`config.mk`:
```
export PLATFORM = sky130hd
export DESIGN_NAME = line_renderer_flat
export DESIGN_NICKNAME = d
export VERILOG_FILES = /design/src/rtl/line_renderer_pkg.sv /design/src/rtl/line_renderer_if.sv /design/src/rtl/line_renderer_attr_buf.sv /design/src/rtl/line_renderer.sv /design/src/flat_wrapper.sv
export SDC_FILE = /design/constraint.sdc
export NUM_CORES = 1
export LEC_CHECK = 0
export BUFFER_PORTS_ARGS = -buffer_cell sky130_fd_sc_hd__buf_2
export CAP_MARGIN = 10
export CORE_MARGIN = 2
export CORE_UTILIZATION = 50
export DETAILED_ROUTE_END_ITERATION = 8
export HOLD_SLACK_MARGIN = 0.1
export PLACE_DENSITY = 0.73
export SLEW_MARGIN = 0
export SYNTH_ARGS = -nofsm -noshare
export SYNTH_HDL_FRONTEND = slang
export SYNTH_SLANG_ARGS = --single-unit
```
`constraint.sdc`:
```
create_clock -name clk -period 18.2 [get_ports clk]
set_input_delay 1.82 -clock clk [delete_from_list [all_inputs] [get_ports clk]]
set_output_delay 1.82 -clock clk [all_outputs]
set_load 0.005 [all_outputs]
```
`src/rtl/line_renderer_pkg.sv`:
```
// Shared definitions for the line renderer.
// Contents:
//   ATTR_SPR/ATTR_PRI  bit positions in the per-pixel attribute word
//   DEF_*              default widths used by the interface and modules
//   state_t            span FSM encoding
//   make_attr()        packs {is_sprite, priority} into an attribute word
package line_renderer_pkg;

    localparam int unsigned ATTR_SPR = 1;
    localparam int unsigned ATTR_PRI = 0;
    localparam int unsigned ATTR_W   = 2;

    localparam int unsigned DEF_BPP    = 4;
    localparam int unsigned DEF_DATA_W = 32;
    localparam int unsigned DEF_PAL_W  = 1;
    localparam int unsigned DEF_IDX_W  = 8;
    localparam int unsigned DEF_LINE_W = 256;

    typedef logic [ATTR_W-1:0] attr_t;

    typedef enum logic [0:0] {
        StIdle,
        StRun
    } state_t;

    function automatic attr_t make_attr(input logic spr, input logic pri);
        attr_t a;
        a           = '0;
        a[ATTR_SPR] = spr;
        a[ATTR_PRI] = pri;
        return a;
    endfunction

endpackage

```
`src/rtl/line_renderer_if.sv`:
```
// Span request channel from the tile/sprite fetch engine to the line renderer.
// Signals:
//   render_valid/render_ready  handshake, span accepted when both high
//   render_idx                 line index of the first pixel
//   render_data                packed pixels, leftmost pixel in the MSBs
//   is_sprite/hflip/hzoom      span kind and horizontal modifiers
//   palette/render_priority    attributes carried into the line buffer
// Modports: master (fetch engine), slave (renderer).
interface line_renderer_if
    import line_renderer_pkg::*;
#(
    parameter int unsigned IDX_W  = DEF_IDX_W,
    parameter int unsigned DATA_W = DEF_DATA_W,
    parameter int unsigned PAL_W  = DEF_PAL_W
) ();

    logic              render_valid;
    logic              render_ready;
    logic [IDX_W-1:0]  render_idx;
    logic [DATA_W-1:0] render_data;
    logic              is_sprite;
    logic              hflip;
    logic              hzoom;
    logic [PAL_W-1:0]  palette;
    logic              render_priority;

    modport master (
        output render_valid,
        output render_idx,
        output render_data,
        output is_sprite,
        output hflip,
        output hzoom,
        output palette,
        output render_priority,
        input  render_ready
    );

    modport slave (
        input  render_valid,
        input  render_idx,
        input  render_data,
        input  is_sprite,
        input  hflip,
        input  hzoom,
        input  palette,
        input  render_priority,
        output render_ready
    );

endinterface

```
`src/rtl/line_renderer_attr_buf.sv`:
```
// Per-pixel attribute store (2^IDX_W entries of {is_sprite, priority}).
// One write port, one synchronous read port. When the read address equals the
// address written in the same cycle, the new data is forwarded so that a pixel
// written on one cycle is seen correctly if it is read back on the next.
// Ports:
//   clk, reset   clock, async active-high reset (read register only)
//   we/waddr/wdata  write port
//   raddr        read address, sampled at the clock edge
//   rdata        registered read data
module line_renderer_attr_buf
    import line_renderer_pkg::*;
#(
    parameter int unsigned IDX_W = DEF_IDX_W
) (
    input  logic             clk,
    input  logic             reset,
    input  logic             we,
    input  logic [IDX_W-1:0] waddr,
    input  attr_t            wdata,
    input  logic [IDX_W-1:0] raddr,
    output attr_t            rdata
);

    localparam int unsigned DEPTH = 1 << IDX_W;

    attr_t mem [DEPTH];
    attr_t rdata_q;

    // Storage array is a plain RAM: no reset.
    always_ff @(posedge clk) begin
        if (we) begin
            mem[waddr] <= wdata;
        end
    end

    always_ff @(posedge clk or posedge reset) begin
        if (reset) begin
            rdata_q <= '0;
        end else if (we && (waddr == raddr)) begin
            rdata_q <= wdata;
        end else begin
            rdata_q <= mem[raddr];
        end
    end

    assign rdata = rdata_q;

endmodule

```
`src/rtl/line_renderer.sv`:
```
// Line-buffer span renderer. Accepts one packed pattern word per span, unpacks
// it into NPIX pixels (2*NPIX cycles with hzoom) and emits one {palette, colour}
// line-buffer write per clock. Sprite pixels are gated by the stored attribute
// of the target pixel; sprite-on-sprite hits raise a collision pulse.
// Ports:
//   clk, reset     clock, async active-high reset
//   req            span request channel (slave side)
//   busy           span in progress
//   last_pixel     pulse, final pixel of the span is on wridx
//   spr_collision  pulse, opaque sprite pixel over an existing sprite pixel
//   wridx/wrdata/wren  line buffer write port
module line_renderer
    import line_renderer_pkg::*;
#(
    parameter int unsigned BPP    = DEF_BPP,
    parameter int unsigned DATA_W = DEF_DATA_W,
    parameter int unsigned PAL_W  = DEF_PAL_W,
    parameter int unsigned IDX_W  = DEF_IDX_W,
    parameter int unsigned LINE_W = DEF_LINE_W
) (
    input  logic                 clk,
    input  logic                 reset,
    line_renderer_if.slave       req,
    output logic                 busy,
    output logic                 last_pixel,
    output logic                 spr_collision,
    output logic [IDX_W-1:0]     wridx,
    output logic [PAL_W+BPP-1:0] wrdata,
    output logic                 wren
);

    localparam int unsigned NPIX  = DATA_W / BPP;
    localparam int unsigned CNT_W = $clog2(2 * NPIX);

    if ((DATA_W % BPP) != 0) begin : g_bad_cfg
        $error("DATA_W must be a multiple of BPP");
    end

    // Span state
    state_t            state_q, state_d;
    logic [CNT_W-1:0]  cnt_q, cnt_d;
    logic [IDX_W-1:0]  idx_q, idx_d;
    logic [DATA_W-1:0] data_q, data_d;
    logic [PAL_W-1:0]  pal_q, pal_d;
    logic              spr_q, spr_d;
    logic              hflip_q, hflip_d;
    logic              hzoom_q, hzoom_d;
    logic              pri_q, pri_d;

    logic              active;
    logic              last_emit;
    logic              accept;
    logic              in_range;
    logic              opaque;
    logic              sprite_ok;
    logic [CNT_W-1:0]  last_cnt;
    logic [CNT_W-1:0]  slot;
    logic [DATA_W-1:0] shifted;
    logic [BPP-1:0]    colour;
    attr_t             attr_rd;
    attr_t             attr_wr;

    // ------------------------------------------------------------------
    // Span state register
    // ------------------------------------------------------------------
    always_ff @(posedge clk or posedge reset) begin
        if (reset) begin
            state_q <= StIdle;
            cnt_q   <= '0;
            idx_q   <= '0;
            data_q  <= '0;
            pal_q   <= '0;
            spr_q   <= 1'b0;
            hflip_q <= 1'b0;
            hzoom_q <= 1'b0;
            pri_q   <= 1'b0;
        end else begin
            state_q <= state_d;
            cnt_q   <= cnt_d;
            idx_q   <= idx_d;
            data_q  <= data_d;
            pal_q   <= pal_d;
            spr_q   <= spr_d;
            hflip_q <= hflip_d;
            hzoom_q <= hzoom_d;
            pri_q   <= pri_d;
        end
    end

    // ------------------------------------------------------------------
    // Handshake and span sequencing
    // ------------------------------------------------------------------
    assign active    = (state_q == StRun);
    assign last_cnt  = hzoom_q ? CNT_W'(2 * NPIX - 1) : CNT_W'(NPIX - 1);
    assign last_emit = active && (cnt_q == last_cnt);

    // Ready on the final emitted cycle so a waiting span follows with no gap.
    assign req.render_ready = !reset && (!active || last_emit);
    assign accept           = req.render_valid && req.render_ready;

    always_comb begin
        state_d = state_q;
        cnt_d   = cnt_q;
        idx_d   = idx_q;
        data_d  = data_q;
        pal_d   = pal_q;
        spr_d   = spr_q;
        hflip_d = hflip_q;
        hzoom_d = hzoom_q;
        pri_d   = pri_q;

        if (accept) begin
            state_d = StRun;
            cnt_d   = '0;
            idx_d   = req.render_idx;
            data_d  = req.render_data;
            pal_d   = req.palette;
            spr_d   = req.is_sprite;
            hflip_d = req.hflip;
            hzoom_d = req.hzoom;
            pri_d   = req.render_priority;
        end else if (active) begin
            if (last_emit) begin
                state_d = StIdle;
            end else begin
                cnt_d = cnt_q + 1'b1;
                idx_d = idx_q + 1'b1;
            end
        end
    end

    // ------------------------------------------------------------------
    // Pixel mux
    // ------------------------------------------------------------------
    always_comb begin
        slot = hzoom_q ? (cnt_q >> 1) : cnt_q;
        if (hflip_q) begin
            slot = CNT_W'(NPIX - 1) - slot;
        end
        // Bring the selected slot to the MSBs: slot 0 is the leftmost pixel.
        shifted = data_q << (32'(slot) * BPP);
        colour  = shifted[DATA_W-1 -: BPP];
    end

    // ------------------------------------------------------------------
    // Attribute buffer: read is addressed with next cycle's index so the
    // attribute of the pixel on wridx is available in the same cycle.
    // ------------------------------------------------------------------
    line_renderer_attr_buf #(
        .IDX_W (IDX_W)
    ) u_attr_buf (
        .clk   (clk),
        .reset (reset),
        .we    (wren),
        .waddr (idx_q),
        .wdata (attr_wr),
        .raddr (idx_d),
        .rdata (attr_rd)
    );

    // ------------------------------------------------------------------
    // Write gating and outputs
    // ------------------------------------------------------------------
    assign opaque    = (colour != '0);
    assign in_range  = (32'(idx_q) < LINE_W);
    assign sprite_ok = opaque && !attr_rd[ATTR_SPR] && !attr_rd[ATTR_PRI];
    assign attr_wr   = make_attr(spr_q, pri_q && opaque);

    assign busy          = active;
    assign last_pixel    = last_emit;
    assign wridx         = idx_q;
    assign wrdata        = {pal_q, colour};
    assign wren          = active && in_range && (!spr_q || sprite_ok);
    // Collision does not depend on whether the sprite pixel is actually written.
    assign spr_collision = active && in_range && spr_q && opaque && attr_rd[ATTR_SPR];

endmodule

```
`src/flat_wrapper.sv`:
```
// flat-port wrapper written by rule: the top's interface ports become plain ports
module line_renderer_flat import line_renderer_pkg::*;
#(
    parameter int unsigned BPP    = DEF_BPP,
    parameter int unsigned DATA_W = DEF_DATA_W,
    parameter int unsigned PAL_W  = DEF_PAL_W,
    parameter int unsigned IDX_W  = DEF_IDX_W,
    parameter int unsigned LINE_W = DEF_LINE_W
)
  (clk, reset, busy, last_pixel, spr_collision, wridx, wrdata, wren, req_render_valid, req_render_idx, req_render_data, req_is_sprite, req_hflip, req_hzoom, req_palette, req_render_priority, req_render_ready);
  line_renderer_if #(.IDX_W(IDX_W), .DATA_W(DATA_W), .PAL_W(PAL_W)) req_i ();
  input  logic clk;
  input  logic reset;
  output logic busy;
  output logic last_pixel;
  output logic spr_collision;
  output logic [IDX_W-1:0] wridx;
  output logic [PAL_W+BPP-1:0] wrdata;
  output logic wren;
  input wire logic [$bits(req_i.render_valid)-1:0] req_render_valid;
  input wire logic [$bits(req_i.render_idx)-1:0] req_render_idx;
  input wire logic [$bits(req_i.render_data)-1:0] req_render_data;
  input wire logic [$bits(req_i.is_sprite)-1:0] req_is_sprite;
  input wire logic [$bits(req_i.hflip)-1:0] req_hflip;
  input wire logic [$bits(req_i.hzoom)-1:0] req_hzoom;
  input wire logic [$bits(req_i.palette)-1:0] req_palette;
  input wire logic [$bits(req_i.render_priority)-1:0] req_render_priority;
  output wire logic [$bits(req_i.render_ready)-1:0] req_render_ready;
  assign req_i.render_valid = req_render_valid;
  assign req_i.render_idx = req_render_idx;
  assign req_i.render_data = req_render_data;
  assign req_i.is_sprite = req_is_sprite;
  assign req_i.hflip = req_hflip;
  assign req_i.hzoom = req_hzoom;
  assign req_i.palette = req_palette;
  assign req_i.render_priority = req_render_priority;
  assign req_render_ready = req_i.render_ready;
  line_renderer #(.BPP(BPP), .DATA_W(DATA_W), .PAL_W(PAL_W), .IDX_W(IDX_W), .LINE_W(LINE_W)) u_core (.clk(clk), .reset(reset), .req(req_i), .busy(busy), .last_pixel(last_pixel), .spr_collision(spr_collision), .wridx(wridx), .wrdata(wrdata), .wren(wren));
endmodule
```
Word-level counts from Yosys, hierarchy flattened
Memory sizes are Yosys's and may differ from the RTL's. A register that Yosys moved wholly into a read port is not among the register bits.
Index checks and enable logic that the tools add are counted.
W data, S select, Z words.
{ "word_totals": {"n_memories": 1, "in_bits": 48, "output_inout_bits": 18, "mem_bits_rw": 512, "ff_bits": 50, "wordCells": 50} }
{ "mem_list": {"columns": ["memory", "depth", "width", "rd", "rd_clocked_by_memory_dff", "wr", "line", "source"], "rows": [
  ["u_core.u_attr_buf.mem", 256, 2, 1, 1, 1, "line_renderer_attr_buf.sv:26", "attr_t mem [DEPTH];"]
]} }
{ "classes": {"add_sub_neg": 3, "n_eq_ne": 2, "reduce_logical": 20, "muxes": 14, "shifts": 1} }
{ "ops": {"columns": ["operator", "count"], "rows": [
  ["$shl A32 B6 Y32", 1],
  ["$mux W4", 6],
  ["$mux W8", 3],
  ["$logic_and A1 B1 Y1", 10],
  ["$add A8 B1 Y8 const B", 1],
  ["$logic_not A1 Y1", 5],
  ["$mux W1", 5],
  ["$add A4 B1 Y4 const B", 1],
  ["$eq A4 B4 Y1", 1],
  ["$reduce_bool A4 Y1", 1],
  ["$sub A3 B4 Y4 const A", 1],
  ["$logic_or A1 B1 Y1", 2],
  ["$ne A2 B2 Y1 const B", 1],
  ["$reduce_and A2 Y1", 1],
  ["$reduce_bool A2 Y1", 1]
]} }

Depth between registers and ports, before layout
Gate-level depths: netlist of the first run.
{ "depth": {"ltp_word": 11, "mapped_depth": 17, "depth_no_buf": 13} }

Modules after synthesis
Synthesis of the first run repeated with hierarchy kept, for this count alone.
{ "hier_totals": {"cells_unflattened": 1642, "hier_area_um2": 24469.7} }
{ "by_module_without_submodules": {"columns": ["mod", "cells_per_inst", "area_each_um2", "instances"], "rows": [
  ["line_renderer_attr_buf", 1231, 21215.3, 1],
  ["line_renderer", 411, 3254.4, 1]
]} }

Worst setup path after synthesis of the first run
Ideal clock, no wire load.
{ "synth_path": {"path_kind": "register to register", "startpoint": "register u_core.hzoom_q", "endpoint": "memory u_core.u_attr_buf.mem[0][0] (netlist name) (data pin)", "path_stages_with_launch": 7, "path_slack_ns": 3.973, "setup_time_ns": 2.224, "required_time_ns": 15.976, "period_less_slack_ns": 14.227, "arrival_time_ns": 12.003, "cell_sequence": "dfrtp_1 mux2i_1 xor2_1 o311ai_0 o311ai_0 a21oi_2 nor3b_1"} }
{ "synth_via": {"elab_chain_len": 6} }
{ "synth_rtl": {"columns": ["element", "line", "source"], "rows": [
  ["start, declared", "line_renderer.sv:47", "logic hzoom_q, hzoom_d;"],
  ["start signal, assigned", "line_renderer.sv:85", "hzoom_q <= hzoom_d;"],
  ["$mux W4 *", "line_renderer.sv:136", "slot = hzoom_q ? (cnt_q >> 1) : cnt_q;"],
  ["$sub A3 B4 Y4", "line_renderer.sv:138", "slot = CNT_W'(NPIX - 1) - slot;"],
  ["$mux W4 *", "line_renderer.sv:137", "if (hflip_q) begin"],
  ["$shl A32 B6 Y32 *", "line_renderer.sv:141", "shifted = data_q << (32'(slot) * BPP);"],
  ["$reduce_bool A4 Y1 *", "line_renderer.sv:164", "assign opaque = (colour != '0);"],
  ["$logic_and A1 B1 Y1 *", "line_renderer.sv:167", "assign attr_wr = make_attr(spr_q, pri_q && opaque);"],
  ["via u_core.attr_wr[0]", "line_renderer.sv:61", "attr_t attr_wr;"],
  ["end, declared", "line_renderer_attr_buf.sv:26", null]
]} }
Mark *: on every way through the listed nets, which the timed path passes. The rest lies on a longest branch.

Worst setup path in the final report of the first run
{ "layout_path": {"startpoint": "input req_render_valid", "endpoint": "register u_core.u_attr_buf.rdata_q[1], in the netlist u_core.u_attr_buf.rdata[1], read port of u_core.u_attr_buf.mem"} }
{ "layout_via": {"elab_chain_len": 2} }
{ "layout_rtl": {"columns": ["element", "line", "source"], "rows": [
  ["start, declared", "flat_wrapper.sv:20", "input wire logic [$bits(req_i.render_valid)-1:0] req_render_valid;"],
  ["$logic_and A1 B1 Y1", "line_renderer.sv:99", "assign accept = req.render_valid && req.render_ready;"],
  ["$mux W8", "line_renderer.sv:112", "if (accept) begin"],
  ["end, declared", "line_renderer_attr_buf.sv:27", "attr_t rdata_q;"]
]} }
Every way passes these cells.
A chain may end at the register's enable or synchronous reset.

==> results.ini, run 1 <==
[run_status]
status=complete, no violations

[global_route]
grt_max_degree=258
grtUsageTotal=0.2685
grt_pass1_vias=17220
antenna_found_initial=0
overflow=0
grt_pass1_wl_mm=102.7

[synthesis]
netlist_area_um2=24840
synth_top_family_by_area=simple AND/OR/NAND/NOR gates
synth_edf_count=512
synth_mux_area_frac=0.03466
synth_seq_cells=564
synthFlopType=edfxtp_1
ys_top_cells_by_area=edfxtp_1 (62%), nand2_1 (5.6%), dfrtp_1 (5.2%)
synth_fp_nets=2109
syn_inst=2055
synthAdderAreaFrac=0.003023
synth_top_cell_by_area=edfxtp_1
ys_types=81
ys_seq_area_frac=0.6714
syn_avg_cell_area_um2=12.09
synth-simple-area-share=0.1540
yosysTopAreaCellShare=0.6190
synth-compound-area-share=0.09959
async_reset_ff_frac=0.09220
synthXorXnorAreaFrac=0.004886
yosysWarnings=0

[cts]
h-tree-depth=2
cts_inserted_buffers=56
cts_root_buf=clkbuf_16
cts_tree=yes
clock_latency_ps=630
cts-resized-gates=0
cts_buffer_depth=3
cts_hold_buf=0
cts_setup_buffers=0
path_clk_slew_ps=60
clock-sinks=564

[timing]
rsz0062_at_grt=false
fmax_mhz=159.8
skew_ps=25.51
setup_violations=0
max_slew.worst_pin.slew_ps=1231
final-max-slew-violation-count=0
finalHoldViolCount=0
timing.setup.tns_ps=0
period_minus_slack_ps=6258
finalCritPeriodShare=0.3438
relSlewSlack=0.1689

[final_layout]
fillers=4009
fin_nets=2114
syn2layout_area_growth_pct=10.42
drive_gt1_frac=0.1097
diodes=0

[setup_path]
critPathLaunchType=primary input
path_cells=buf_2, nor2b_1, o221ai_4, buf_4, nand2_4, inv_6, buf_4, nand2_1, a311oi_1, a21oi_1, a31o_2, o41ai_1, o32ai_1, a31oi_1
cp_max_fo=96
cp-end-kind=flip-flop
critPathBufInv=4
cp_common_cell=buf_4
critPathRequiredTime_ps=18740
crit_type=in2reg
cp_top_family=buffers and inverters
slowest_delay_ps=820
slowest_stage=buf_4
crit_arrival_ps=6800

[floorplanning]
die_height_um=226.9
start_util=0.5074
die_x_um=226.9
die-area_um2=51470
row_count=81
core_region_area_um2=48950
io_pins=66

[detailed_routing]
routedWlPerCell_um=25.06
avgViaCountPerCell=6.423
ant_nets=0
vias=17790
wl_mm=69.39
drtIter0Drc=2697
drc=0
first_pass_iters=6

[min_path]
hp-class=reg2reg

[placed_design]
gp_congestion=0.8407
dp_hpwl_mm=38.71
port_buffers=65

[job]
drv_cap=0

-- cells in the final DEF, fill, tap and decap left out, drive strengths merged, types with 11 or more instances in the layout --
cell type,count
buf,104
a22oi,17
dfrtp,52
mux4,13
o21ai,55
nand2,377
a22o,11
a31oi,30
a21oi,69
nor3,18
mux2i,53
a211oi,56
o211ai,14
nand3,78
nor2,281
clkbuf,76
clkinv,23
edfxtp,512
inv,13
a311oi,19
o2111ai,11
nand4,32
and3,58
-- through the flow --
| stage | setup slack [ps] | cells | hold WS [ps] | instance area, um^2 | utilization |
|---|---|---|---|---|---|
| detailed placement | 11560 | 2666 | 462.4 | 25630 | 0.5236 |
| global placement | 11690 | 2666 | 450.8 | 25630 | 0.5236 |
| finish | 11940 | 2769 | 475.1 | 27430 | 0.5603 |
| floorplan | 3973 | 2055 | 437.3 | 24840 | - |
| global route | 11900 | 2769 | 501.8 | 27430 | 0.5603 |
| CTS | 12160 | 2769 | 477.1 | 27430 | 0.5603 |
-- tightest hold or removal path, stage by stage, from the launching register on --
cell	delay [ps]
dfrtp_1	340
nand2_1	50
nand2_1	60
-- state kept, by name (all words and copies together), names as in the netlist --
register	cells
u_core.pri_q	1
u_core.pal_q	1
u_core.u_attr_buf.mem	512
u_core.wridx	8
u_core.cnt_q	4
u_core.hzoom_q	1
u_core.hflip_q	1
u_core.data_q	32
u_core.busy	1
u_core.u_attr_buf.rdata	2
u_core.spr_q	1
-- Yosys cell counts (all sizes together), types with 3 or more instances --
master	count
inv	13
mux2i	53
o2111ai	11
and4	3
o221a	3
nor2b	5
o311ai	10
a22o	11
a22oi	17
nor3b	3
nor3	18
a31oi	30
a41oi	3
a311oi	19
nand4	32
o22ai	8
buf	87
o221ai	4
a221oi	5
and3	58
nand3	78
o31ai	6
nor2	281
xor2	3
nor4	6
or3	5
o211ai	14
a211oi	56
xnor2	10
dfrtp	52
a2111oi	10
nand4b	4
clkbuf	70
mux4	13
ha	6
nand2	377
o21ai	55
o21a	3
edfxtp	512
a21oi	69
-- metal layers --
metal  routed length [um]  up-vias  track usage  part of all wire
li1                     -     7627            -                 -
met1                26150     8732       0.3603              0.38
met2                31800     1203       0.4147              0.46
met3                 7999      224      0.05611              0.12
met4                 3444        0       0.1384             0.050
met5                    0        -            0                 0
-- cells by family (layout without fill, tap and decap cells) --
group / count (synthesis) / in the layout
flops: 564 / 564
fa+ha+maj: 6 / 6
mux: 68 / 68
buf+inv: 171 / 221
xor+xnor: 13 / 13
simple gates: 879 / 879
compound gates: 354 / 354
-- worst paths after layout --
kind                                   startpoint                          to  slack, ps  depth (start not counted)
worst min-delay path            u_core.data_q[15]           u_core.data_q[15]        480                          2
worst min register to register  u_core.data_q[15]           u_core.data_q[15]        480                          2
worst max-delay path             req_render_valid  u_core.u_attr_buf.rdata[1]      11940                         14
min in group asynchronous                   reset             u_core.wridx[7]       1290                          2
max in group asynchronous                   reset           u_core.data_q[13]      16090                          3
worst max register to register     u_core.hzoom_q  u_core.u_attr_buf.rdata[1]      12210                         15
-- cell type report --
type,count,area (um^2),share of cell area
Clock inverter,27,255.2,0.009307
Tap cell,664,830.8,0.03029
Clock buffer,76,1539,0.05612
Sequential cell,564,16680,0.6082
Timing Repair Buffer,104,630.6,0.02299
Multi-Input combinational cell,1320,7432,0.2710
Inverter,14,57.56,0.002099
Power of run 1 is not shown: default switching activity piles up to over one toggle a cycle in this logic, so the estimate is an artifact.
==> inputs of run 2 (changes only) <==
--- a/config.mk
+++ b/config.mk
@@ -11,7 +11,7 @@
 export CORE_UTILIZATION = 50
 export DETAILED_ROUTE_END_ITERATION = 8
 export HOLD_SLACK_MARGIN = 0.1
-export PLACE_DENSITY = 0.73
+export PLACE_DENSITY = 0.76
 export SLEW_MARGIN = 0
 export SYNTH_ARGS = -nofsm -noshare
 export SYNTH_HDL_FRONTEND = slang
==> constraint.sdc (replaced) <==
create_clock -name clk -period 5.56 [get_ports clk]
set_input_delay 0.556 -clock clk [delete_from_list [all_inputs] [get_ports clk]]
set_output_delay 0.556 -clock clk [all_outputs]
set_load 0.005 [all_outputs]
==> results.ini, run 2 (synthesis results as in run 1) <==
[floorplanning]
die-area_um2=51470
die_x_um=226.9
die_height_um=226.9
io_pins=66
core_region_area_um2=48950
row_count=81
start_util=0.5074

[global_route]
antenna_found_initial=1
grt_pass1_vias=17890
grt_pass1_wl_mm=106.0
grtUsageTotal=0.2760
grt_max_degree=110
overflow=0

[detailed_routing]
avgViaCountPerCell=6.465
routedWlPerCell_um=25.41
drtIter0Drc=2620
first_pass_iters=6
vias=18050
wl_mm=70.92
drc=0
ant_nets=0

[cts]
cts_buffer_depth=3
cts_setup_buffers=0
clock-sinks=564
cts_root_buf=clkbuf_16
path_clk_slew_ps=60
h-tree-depth=2
cts_tree=yes
clock_latency_ps=630
cts_inserted_buffers=57

[final_layout]
syn2layout_area_growth_pct=11.98
regMostFlops=u_core.u_attr_buf.mem
final_cell_mix=edfxtp_1 (512), nand2_1 (370), nor2_1 (280)
fin_nets=2136
diodes=0
largest_reg_flops=512
drive_gt1_frac=0.1265
final_common_cell=edfxtp_1

[setup_path]
r2r_start=u_core.hzoom_q
crit_arrival_ps=5540
crit_type=reg2reg
cp-end-kind=flip-flop
rrSetupSlack_ps=560
critPathLaunchType=flip-flop
slowest_delay_ps=1000
path_cells=inv_1, ha_1, and3_1, or3_4, nand2_4, inv_6, nand2_1, a311oi_1, a21oi_1, a31o_2, o41ai_1, o32ai_1, a31oi_1
r2r_end=u_core.u_attr_buf.rdata[1]
slowest_stage=o41ai_1
reg2reg_depth=13
cp_max_fo=94
critPathRequiredTime_ps=6100

[min_path]
hp-class=in2reg
whs_endpoint=u_core.data_q[31]
hold_depth=3
min-delay-start=req_render_data[31]

[timing]
skew_ps=17.71
finalCritPeriodShare=0.8998
period_minus_slack_ps=5003
rsz0062_at_grt=false
fmax_mhz=199.9
finalHoldViolCount=0
final-max-slew-violation-count=0
max_slew.worst_pin.slew_ps=1145
setup_violations=0
relSlewSlack=0.2269
hold_ws_ps=119.9

[placed_design]
dp_hpwl_mm=41.21
port_buffers=65
gp_congestion=0.9063

[run_status]
status=complete, no violations

[job]
drv_cap=0

## run 2: cell count changes in the layout (fill, tap and decap cells not counted), moves of 3 or more
cell and change:
buf_4 +16, clkbuf_1 -7, bufinv_16 +5, clkinvlp_4 +5, buf_12 +4, mux4_1 -4, mux4_2 +4, clkinv_1 -3
## run 2: worst max-delay path by stage
stage	startpoint	endpoint	slack, ps	depth (start not counted)
final	u_core.hzoom_q	u_core.u_attr_buf.rdata[1]	560	13
after global routing	u_core.hzoom_q	u_core.u_attr_buf.rdata[1]	400	15
after CTS	u_core.hzoom_q	u_core.u_attr_buf.rdata[1]	830	15
after detailed placement	u_core.hzoom_q	u_core.u_attr_buf.rdata[1]	930	15
after global placement	u_core.hzoom_q	u_core.u_attr_buf.rdata[1]	910	15
after floorplan	u_core.hzoom_q	u_core.u_attr_buf.mem[0][0]	-490	7
## run 2: per-layer routing
| layer | GRT usage | share of wire | vias to the layer above |
|---|---|---|---|
| met5 | 0 | 0.00018 | - |
| met4 | 0.1579 | 0.059 | 2 |
| met3 | 0.06414 | 0.12 | 275 |
| met2 | 0.4254 | 0.46 | 1236 |
| met1 | 0.3607 | 0.37 | 8845 |
| li1 | - | - | 7687 |
## run 2: repair_timing
action	in CTS	in global routing
hold buffers	1	0
endpoints found under the hold margin	2	0
resized for setup	0	0
## run 2: area by class of cell
class	count	area, um^2
clock buffers	67	1485
clock inverters	37	461.7
fillers	3900	21140
inverters	14	57.56
multi-input cells	1320	7456
flip-flops and latches	564	16680
well taps	664	830.8
repair buffers	125	840.8
## run 2: through the flow
stage	TNS (ps)	instance area [um^2]	cells	utilization	setup slack, ps
final	0	27810	2791	0.5682	557.4
after detailed placement	0	25860	2686	0.5282	927.4
after global routing	0	27810	2791	0.5682	400.0
after CTS	0	27810	2791	0.5682	827.2
after floorplan	-126010	24870	2055	-	-491.9
after global placement	0	25860	2686	0.5282	912.8
## run 2: worst max-delay path, delay by kind of cell (launching register included)
| family | cells | cell delay [ps] |
|---|---|---|
| compound gates | 6 | 2200 |
| flops | 1 | 440 |
| buf+inv | 2 | 770 |
| simple gates | 4 | 1080 |
| fa+ha+maj | 1 | 310 |
Power of run 2 is left out for the same reason.
